<file path="src/rtl/boss_ctrl_pkg.sv">
// Shared encodings and default timing for the boss attack-pattern scheduler.
package boss_ctrl_pkg;

  typedef enum logic [3:0] {
    ST_IDLE     = 4'd0,
    ST_INTRO    = 4'd1,
    ST_FAN      = 4'd2,
    ST_FAN_WAIT = 4'd3,
    ST_BIG      = 4'd4,
    ST_BIG_WAIT = 4'd5,
    ST_COOL     = 4'd6,
    ST_FREEZE   = 4'd7,
    ST_DEAD     = 4'd8
  } state_t;

  typedef enum logic [1:0] {
    PH_INACTIVE = 2'd0,
    PH_NORMAL   = 2'd1,
    PH_ENRAGE   = 2'd2,
    PH_DEAD     = 2'd3
  } phase_t;

  localparam int TIMER_W = 8;

  localparam int         DEF_INTRO_TICKS  = 32;
  localparam int         DEF_COOL_TICKS   = 16;
  localparam int         DEF_FAN_VOLLEYS  = 3;
  localparam int         DEF_FREEZE_TICKS = 24;
  localparam int         DEF_WAIT_TIMEOUT = 4;
  localparam logic [7:0] DEF_ENRAGE_HP    = 8'd64;

endpackage

</file>
<file path="src/rtl/boss_pattern_ctrl_tick_timer.sv">
// Loadable saturating down-counter with zero flag; shared by every timed
// state of the boss scheduler.
module tick_timer #(
  parameter int W = 8
) (
  input  logic         clk,
  input  logic         clear,
  input  logic         load,
  input  logic [W-1:0] value,
  output logic         zero
);

  logic [W-1:0] count;

  always_ff @(posedge clk) begin
    if (clear) begin
      count <= '0;
    end else if (load) begin
      count <= value;
    end else if (count != '0) begin
      count <= count - 1'b1;
    end
  end

  assign zero = (count == '0);

endmodule

</file>
<file path="src/rtl/boss_pattern_ctrl.sv">
// Boss attack-pattern scheduler: sequences intro, fan volleys, big bullet,
// cooldown, hit-freeze and enrage from boss HP and bullet busy flags.
module boss_pattern_ctrl
  import boss_ctrl_pkg::*;
#(
  parameter int         INTRO_TICKS  = DEF_INTRO_TICKS,
  parameter int         COOL_TICKS   = DEF_COOL_TICKS,
  parameter int         FAN_VOLLEYS  = DEF_FAN_VOLLEYS,
  parameter int         FREEZE_TICKS = DEF_FREEZE_TICKS,
  parameter int         WAIT_TIMEOUT = DEF_WAIT_TIMEOUT,
  parameter logic [7:0] ENRAGE_HP    = DEF_ENRAGE_HP
) (
  input  logic       clk22,
  input  logic       rst,
  input  logic       gamestart,
  input  logic       boss,
  input  logic [7:0] boss_hp,
  input  logic       fan_busy,
  input  logic       big_busy,
  input  logic       shot,
  output logic       fire_fan,
  output logic       fire_big,
  output logic [1:0] phase,
  output logic [2:0] volley_cnt,
  output logic [3:0] state
);

  localparam logic [TIMER_W-1:0] INTRO_LD    = TIMER_W'(INTRO_TICKS - 1);
  localparam logic [TIMER_W-1:0] COOL_LD     = TIMER_W'(COOL_TICKS - 1);
  localparam logic [TIMER_W-1:0] COOL_ENR_LD = TIMER_W'(COOL_TICKS / 2 - 1);
  localparam logic [TIMER_W-1:0] FREEZE_LD   = TIMER_W'(FREEZE_TICKS - 1);
  localparam logic [TIMER_W-1:0] WAIT_LD     = TIMER_W'(WAIT_TIMEOUT - 1);
  localparam logic [2:0]         VOLLEY_NORM = 3'(FAN_VOLLEYS);
  localparam logic [2:0]         VOLLEY_MAX  = 3'(FAN_VOLLEYS + 1);

  state_t             state_q, state_n;
  phase_t             phase_q, phase_n;
  logic [2:0]         volley_q, volley_n, target;
  logic               seen_q, seen_n;
  logic               fire_fan_n, fire_big_n;
  logic               kill, enrage_now, shootable;
  logic               tmr_load, tmr_zero;
  logic [TIMER_W-1:0] tmr_val, cool_ld;

  assign kill = rst | gamestart | !boss;

  tick_timer #(.W(TIMER_W)) u_timer (
    .clk   (clk22),
    .clear (kill),
    .load  (tmr_load),
    .value (tmr_val),
    .zero  (tmr_zero)
  );

  // Launch handshake: fire_* is a one-cycle request; the datapath acknowledges
  // by raising *_busy. The volley is done once busy has been seen and dropped,
  // or when busy never rose within WAIT_TIMEOUT cycles.
  always_comb begin
    state_n    = state_q;
    phase_n    = phase_q;
    volley_n   = volley_q;
    seen_n     = seen_q;
    fire_fan_n = 1'b0;
    fire_big_n = 1'b0;
    tmr_load   = 1'b0;
    tmr_val    = '0;

    enrage_now = (phase_q == PH_ENRAGE) ||
                 ((phase_q == PH_NORMAL) && (boss_hp < ENRAGE_HP));
    target     = enrage_now ? VOLLEY_MAX : VOLLEY_NORM;
    cool_ld    = enrage_now ? COOL_ENR_LD : COOL_LD;
    shootable  = state_q inside {ST_FAN, ST_FAN_WAIT, ST_BIG, ST_BIG_WAIT, ST_COOL};
    if (enrage_now) phase_n = PH_ENRAGE;

    if (kill) begin
      state_n  = ST_IDLE;
      phase_n  = PH_INACTIVE;
      volley_n = '0;
      seen_n   = 1'b0;
    end else if ((state_q != ST_IDLE) && (boss_hp == 8'd0)) begin
      state_n = ST_DEAD;
      phase_n = PH_DEAD;
    end else if (shot && shootable) begin
      state_n  = ST_FREEZE;
      tmr_load = 1'b1;
      tmr_val  = FREEZE_LD;
    end else begin
      case (state_q)
        ST_IDLE: begin
          state_n  = ST_INTRO;
          tmr_load = 1'b1;
          tmr_val  = INTRO_LD;
        end
        ST_INTRO: if (tmr_zero) begin
          state_n  = ST_FAN;
          volley_n = '0;
          phase_n  = PH_NORMAL;
        end
        ST_FAN: if (!fan_busy) begin
          fire_fan_n = 1'b1;
          volley_n   = (volley_q == VOLLEY_MAX) ? volley_q : volley_q + 3'd1;
          state_n    = ST_FAN_WAIT;
          seen_n     = 1'b0;
          tmr_load   = 1'b1;
          tmr_val    = WAIT_LD;
        end
        ST_FAN_WAIT: begin
          seen_n = seen_q | fan_busy;
          if (!fan_busy && (seen_q || tmr_zero))
            state_n = (volley_q < target) ? ST_FAN : ST_BIG;
        end
        ST_BIG: if (!big_busy) begin
          fire_big_n = 1'b1;
          state_n    = ST_BIG_WAIT;
          seen_n     = 1'b0;
          tmr_load   = 1'b1;
          tmr_val    = WAIT_LD;
        end
        ST_BIG_WAIT: begin
          seen_n = seen_q | big_busy;
          if (!big_busy && (seen_q || tmr_zero)) begin
            state_n  = ST_COOL;
            tmr_load = 1'b1;
            tmr_val  = cool_ld;
          end
        end
        ST_COOL: if (tmr_zero) begin
          state_n  = ST_FAN;
          volley_n = '0;
        end
        ST_FREEZE: if (tmr_zero) begin
          state_n  = ST_COOL;
          tmr_load = 1'b1;
          tmr_val  = cool_ld;
        end
        ST_DEAD: state_n = ST_DEAD;
        default: state_n = ST_IDLE;
      endcase
    end
  end

  always_ff @(posedge clk22) begin
    if (rst) begin
      state_q  <= ST_IDLE;
      phase_q  <= PH_INACTIVE;
      volley_q <= '0;
      seen_q   <= 1'b0;
      fire_fan <= 1'b0;
      fire_big <= 1'b0;
    end else begin
      state_q  <= state_n;
      phase_q  <= phase_n;
      volley_q <= volley_n;
      seen_q   <= seen_n;
      fire_fan <= fire_fan_n;
      fire_big <= fire_big_n;
    end
  end

  assign state      = state_q;
  assign phase      = phase_q;
  assign volley_cnt = volley_q;

endmodule

</file>
<file path="config.mk">
export PLATFORM = sky130hd
export DESIGN_NAME = boss_pattern_ctrl
export DESIGN_NICKNAME = d
export VERILOG_FILES = /design/src/rtl/boss_ctrl_pkg.sv /design/src/rtl/boss_pattern_ctrl_tick_timer.sv /design/src/rtl/boss_pattern_ctrl.sv
export SDC_FILE = /design/constraint.sdc
export NUM_CORES = 1
export LEC_CHECK = 0
export CAP_MARGIN = 25
export CORE_AREA = 2 2 58 60
export DETAILED_ROUTE_END_ITERATION = 10
export DIE_AREA = 0 0 60 62
export PLACE_DENSITY = 0.74
export SYNTH_ARGS = -nofsm -noshare
export SYNTH_HDL_FRONTEND = slang
export SYNTH_SLANG_ARGS = --single-unit
</file>
<file path="constraint.sdc">
create_clock -name clk22 -period 2.9 [get_ports clk22]
set_input_delay 0.435 -clock clk22 [delete_from_list [all_inputs] [get_ports clk22]]
set_output_delay 0.435 -clock clk22 [all_outputs]
set_load 0.01 [all_outputs]
</file>
After elaboration in Yosys (flattened, before gate mapping)
Index checks and enable logic that the tools add are counted.
{"block": "word_totals", "ff_bits": 20, "inputBits": 15, "wordCells": 116}
{"block": "op_classes", "n_addsub": 2, "n_lt_le_gt_ge": 2, "n_eq_ne": 27, "n_mux": 41, "bitwise_logic": 8, "reduce_logical": 28}
{"operator": "4-bit 2-to-1 mux", "count": 11}
{"operator": "4-bit case mux with 8 select lines", "count": 1}
{"operator": "5-bit case mux with 5 select lines", "count": 1}
{"operator": "6-bit AND reduction", "count": 3}
{"operator": "4-bit by 3-bit == test with 1-bit output (second input constant)", "count": 4}
{"operator": "8-bit logical NOT", "count": 2}
{"operator": "8-bit 2-to-1 mux", "count": 2}
{"operator": "3-bit 2-to-1 mux", "count": 5}
{"operator": "2-bit 2-to-1 mux", "count": 7}
{"operator": "4-bit by 1-bit inequality test with 1-bit output (second input constant)", "count": 3}
{"operator": "5-bit 2-to-1 mux", "count": 2}
{"operator": "5-bit OR reduction", "count": 2}
{"operator": "1-bit 2-to-1 mux", "count": 9}
{"operator": "3-bit by 1-bit inequality test with 1-bit output (second input constant)", "count": 3}
{"operator": "4-bit by 2-bit == test with 1-bit output (second input constant)", "count": 2}
{"operator": "8-bit by 7-bit < comparator with 1-bit output (second input constant)", "count": 1}
{"operator": "4-bit by 2-bit inequality test with 1-bit output (second input constant)", "count": 2}
{"operator": "4-bit nonzero test", "count": 2}
{"operator": "8-bit nonzero test", "count": 1}
{"operator": "8-bit by 1-bit subtractor with 8-bit output (second input constant)", "count": 1}
{"operator": "2-bit inequality test (second input constant)", "count": 3}
{"operator": "3-bit by 2-bit inequality test with 1-bit output (second input constant)", "count": 2}
{"operator": "3-bit case mux with 2 select lines", "count": 1}
{"operator": "1-bit logical AND", "count": 5}
{"operator": "22 further kinds", "count": 33}

Depth between registers and ports, before layout
{"block": "logic_depth", "ltp_word": 10, "depth_mapped": 9}

Modules after synthesis
From an unflattened synthesis, not the netlist that was laid out.
{"block": "hier_totals", "cells_unflattened": 179, "area_unflattened_um2": 1487.7}
{"module": "boss_pattern_ctrl", "n_inst": 1, "cells_each": 126, "area_each_um2": 1012.2, "seq_area_each_um2": 240.2}
{"module": "tick_timer", "n_inst": 1, "cells_each": 53, "area_each_um2": 475.5, "seq_area_each_um2": 160.2}

Least setup slack after synthesis
Ideal clock, no wire load.
{"block": "synth_path", "kind": "input-to-reg", "start": "input port boss_hp[7]", "end": "register state_q[2] (netlist: state[2])", "arrival_time_ns": 2.051, "setup_slack_ns": 0.758, "cell_stages": 8, "cell_sequence": "or4b_1 and2_1 ha_1 o21ai_0 a31oi_1 a41o_1 nor2_1 a311oi_1"}
{"block": "synth_between", "elab_chain_len": 9, "elab_cells_between_ends": 12}
{"element": "start, declared", "line_no": "boss_pattern_ctrl.sv:17", "rtl": "input logic [7:0] boss_hp,"}
{"element": "8-bit by 7-bit < comparator with 1-bit output", "line_no": "boss_pattern_ctrl.sv:69", "rtl": "((phase_q == PH_NORMAL) && (boss_hp < ENRAGE_HP));"}
{"element": "1-bit logical AND", "line_no": "boss_pattern_ctrl.sv:69"}
{"element": "1-bit logical OR", "line_no": "boss_pattern_ctrl.sv:68", "rtl": "enrage_now = (phase_q == PH_ENRAGE) ||"}
{"element": "3-bit 2-to-1 mux", "line_no": "boss_pattern_ctrl.sv:70", "rtl": "target = enrage_now ? VOLLEY_MAX : VOLLEY_NORM;"}
{"element": "3-bit < comparator", "line_no": "boss_pattern_ctrl.sv:110", "rtl": "state_n = (volley_q < target) ? ST_FAN : ST_BIG;"}
{"element": "3-bit 2-to-1 mux", "line_no": "boss_pattern_ctrl.sv:110"}
{"element": "4-bit 2-to-1 mux", "line_no": "boss_pattern_ctrl.sv:109", "rtl": "if (!fan_busy && (seen_q || tmr_zero))"}
{"element": "4-bit case mux with 8 select lines", "line_no": "boss_pattern_ctrl.sv:88", "rtl": "case (state_q)"}
{"element": "4-bit 2-to-1 mux", "line_no": "boss_pattern_ctrl.sv:83", "rtl": "end else if (shot && shootable) begin"}
{"element": "end signal, assigned", "line_no": "boss_pattern_ctrl.sv:151", "rtl": "state_q <= state_n;"}
{"element": "end, declared", "line_no": "boss_pattern_ctrl.sv:36", "rtl": "state_t state_q, state_n;"}
Parallel ways exist; a longest one is shown, timed or not. The select of a mux whose other input is x is not followed.
A chain may end at the register's enable or synchronous reset.

Worst setup path after layout
Same ends and word-level chain as after synthesis.

==> qor.json <==
{
  "min_path": {
    "hold_path_cell_cnt": 2,
    "min_path_type": "reg2reg"
  },
  "timing": {
    "achievable-frequency_mhz": 410,
    "finalSetupViolations": 0,
    "timing_hold_violations_final": 0,
    "final.min_clock_period_ps": 2440,
    "slew_margin_rel": 0.472,
    "post-route-worst-setup-slack_ps": 462,
    "final_min_period_over_clock_period": 0.841,
    "setup_tns_ps": 0,
    "max_slew.worst_pin.slew_ps": 791,
    "slew_violations": 0,
    "rsz0062_at_grt": "false",
    "skew_ps": 4.55
  },
  "finish": {
    "layout.filler_cells": 299,
    "ff_latch_area_sq_um": 400,
    "final_net_count": 220,
    "drive_above_1_share": 0.0960,
    "multi_input_comb_area_sq_um": 1000,
    "finalNonFillerCells": 244,
    "area.growth.synth_to_final_pct": 20.3,
    "antennaDiodeCount": 0,
    "finalCoreUtilization": 0.559
  },
  "grt": {
    "first_global_vias": 1269,
    "grt_antenna_before_repair": 0,
    "groute.layer.met3.usage": 0.0311,
    "grt.met1_usage": 0.274,
    "maximum_number_of_pins_on_one_net_before_global_route_repair": 27,
    "grt.busiest_layer": "met2",
    "gr-usage-all-layers": 0.210,
    "groute.layer.met2.usage": 0.362,
    "grt-ovfl-total": 0,
    "grt_pass1_wl_microns": 5920
  },
  "logic_synthesis": {
    "muxShareOfSynthArea": 0.0136,
    "largest_family_of_logic_cells_by_synthesized_area": "simple AND/OR/NAND/NOR gates",
    "yosysWarnings": 0,
    "synthesis.area_per_instance_sq_um": 8.34,
    "synthesis.area_sq_um": 1480,
    "synthesis.nets": 198,
    "post_synth_num_cell_types": 55,
    "yosys.area_share.adder": 0.0508,
    "synthFlopType": "sky130_fd_sc_hd__dfxtp_1",
    "fraction_of_synthesized_cell_area_in_xor_and_xnor_cells": 0.0475,
    "synth.top_cells.by_area": "sky130_fd_sc_hd__dfxtp_1, sky130_fd_sc_hd__ha_1, sky130_fd_sc_hd__nand2_1",
    "synth-compound-area-share": 0.247,
    "seq_area_frac_synth": 0.271,
    "synthArstFlopShare": 0,
    "synth_enable_flop_cells": 0,
    "top_area_cell_type_share_of_the_netlist_area": 0.271,
    "ys_seq_elements": 20,
    "netlist.top_cell.by_area": "sky130_fd_sc_hd__dfxtp_1",
    "netlist_instances": 177,
    "synth_simple_gate_area_share": 0.319
  },
  "setup_path": {
    "worst_setup_end_kind": "flop",
    "r2r.worst_path.cells": 4,
    "worst_setup_path_start_kind": "primary input",
    "crit_path_max_fanout": 4,
    "critPathRequiredTime_ps": 3130,
    "cp_data_arrival_time_ps": 2660,
    "setup.worst_path.class": "in2reg"
  },
  "clock_tree": {
    "cts_setup_buffers": 0,
    "clock-root-buffer": "sky130_fd_sc_hd__clkbuf_4",
    "cts_tree": "yes",
    "cts_sinks": 20,
    "number_of_hold_buffers_added_after_cts": 0,
    "ctsResizeCount": 0,
    "insertion_delay_ps": 310,
    "cts_made_buffers": 3,
    "cts_buffer_depth": 2,
    "cts-htree-levels": 1,
    "clkTransAtPathRegs_ps": 120
  },
  "routing": {
    "avgViaCountPerCell": 5.81,
    "detail_route.wirelength_microns": 3640,
    "drt-wirelength-per-cell_microns": 14.9,
    "detail_route.drc_violations": 0,
    "num_vias": 1418,
    "final_antenna_net_count": 0,
    "firstDrtPassIters": 4,
    "drtIter0Drc": 51
  },
  "die": {
    "start_util": 0.464,
    "io_pins": 26,
    "die_height_microns": 62,
    "full_die_area_sq_um": 3720,
    "die_w_microns": 60,
    "row_count": 21,
    "core_sq_um": 3180
  },
  "power": {
    "max_rail_drop_vdd_mv": 0.210,
    "power_leakage_nw": 0.656,
    "total_power_consumption_of_the_routed_design_w": 0.000615,
    "power_density_nw_per_um2": 346
  },
  "placed_design": {
    "place_hpwl_microns": 2670,
    "setup_slack_after_placement_ps": 160,
    "dp.cells": 240,
    "place_congestion": 0.895,
    "io_buffers": 25
  },
  "job": {
    "max_cap_violations": 0
  },
  "status": {
    "status": "finished clean"
  }
}
==> placed cells by master, fill, tap and decap left out, types with 4 or more instances in the layout <==
cell                              count
sky130_fd_sc_hd__a21o_1               5
sky130_fd_sc_hd__a21oi_1              8
sky130_fd_sc_hd__a31oi_1              4
sky130_fd_sc_hd__clkdlybuf4s50_1     25
sky130_fd_sc_hd__dfxtp_1             20
sky130_fd_sc_hd__ha_1                 6
sky130_fd_sc_hd__inv_1                8
sky130_fd_sc_hd__nand2_1             13
sky130_fd_sc_hd__nand3_1              9
sky130_fd_sc_hd__nor2_1              12
sky130_fd_sc_hd__nor2b_1              4
sky130_fd_sc_hd__nor3_1               7
sky130_fd_sc_hd__nor3b_1              5
sky130_fd_sc_hd__nor4_1               4
sky130_fd_sc_hd__o21ai_0              6
sky130_fd_sc_hd__xor2_1               5
==> registers in the layout, indices dropped and copies added, names as in the netlist <==
register       flops
volley_cnt         3
fire_big           1
phase              2
seen_q             1
u_timer.count      8
fire_fan           1
state              4
==> logic make-up (layout without fill, tap and decap cells) <==
| family | Yosys count | count (layout) |
|---|---|---|
| flip-flops | 20 | 20 |
| XOR/XNOR | 8 | 8 |
| adder cells (fa/ha/maj) | 6 | 6 |
| AO/OA/AOI/OAI | 47 | 47 |
| buffers and inverters | 16 | 37 |
| multiplexers | 2 | 2 |
| AND/OR/NAND/NOR | 78 | 78 |
==> synth_stat cells, drive strengths merged (2+ instances only) <==
master / count
dfxtp: 20
nand2: 13
nor2: 13
nand3: 9
a21oi: 8
inv: 8
buf: 7
nor3: 7
ha: 6
o21ai: 6
a21o: 5
nor3b: 5
nor4: 5
xor2: 5
a31oi: 4
nor2b: 4
nand2b: 3
nand3b: 3
o211ai: 3
xnor2: 3
a221oi: 2
a32oi: 2
and2: 2
and3: 2
mux2i: 2
o31ai: 2
o41ai: 2
or3b: 2
or4: 2
or4b: 2
==> per-layer routing <==
metal,vias to the layer above,routed length [microns]
li1,711,-
met1,659,1720
met2,38,1740
met3,10,108
met4,0,75
met5,-,0
==> worst max-delay path: stages <==
cell and delay, ps:
sky130_fd_sc_hd__clkdlybuf4s50_1 450, sky130_fd_sc_hd__or4b_1 540, sky130_fd_sc_hd__and2_1 180, sky130_fd_sc_hd__ha_1 270
sky130_fd_sc_hd__o21ai_0 60, sky130_fd_sc_hd__a31oi_1 220, sky130_fd_sc_hd__a41o_1 210, sky130_fd_sc_hd__nor2_1 40
sky130_fd_sc_hd__a311oi_1 240
==> cell type report <==
type	instances	share of cell area
well taps	46	0.0324
inverters	8	0.0169
flip-flops and latches	20	0.225
multi-input cells	141	0.564
repair buffers	25	0.141
clock buffers	4	0.0204
==> metrics by stage <==
step / hold slack, ps / area [sq um]
6_report: 553 / 1780
2_1_floorplan: 511 / 1480
5_1_grt: 593 / 1780
4_1_cts: 561 / 1780
3_3_place_gp: 534 / 1740
3_5_place_dp: 532 / 1740
==> report_power, final <==
group / internal (W) / switching (W) / leakage (nW)
registers: 0.000283 / 0.0000139 / 0.162
logic: 0.0000711 / 0.0000776 / 0.472
clock network: 0.0000767 / 0.0000933 / 0.0210
==> path summary, 6_finish.rpt <==
check | end | start | slack [ps]
worst min-delay path | volley_cnt[1] | volley_cnt[1] | 550
worst max register to register | u_timer.count[3] | state[1] | 690
worst max-delay path | state[2] | boss_hp[7] | 460
worst min register to register | volley_cnt[1] | volley_cnt[1] | 550
(Power assumes the default switching activity.)
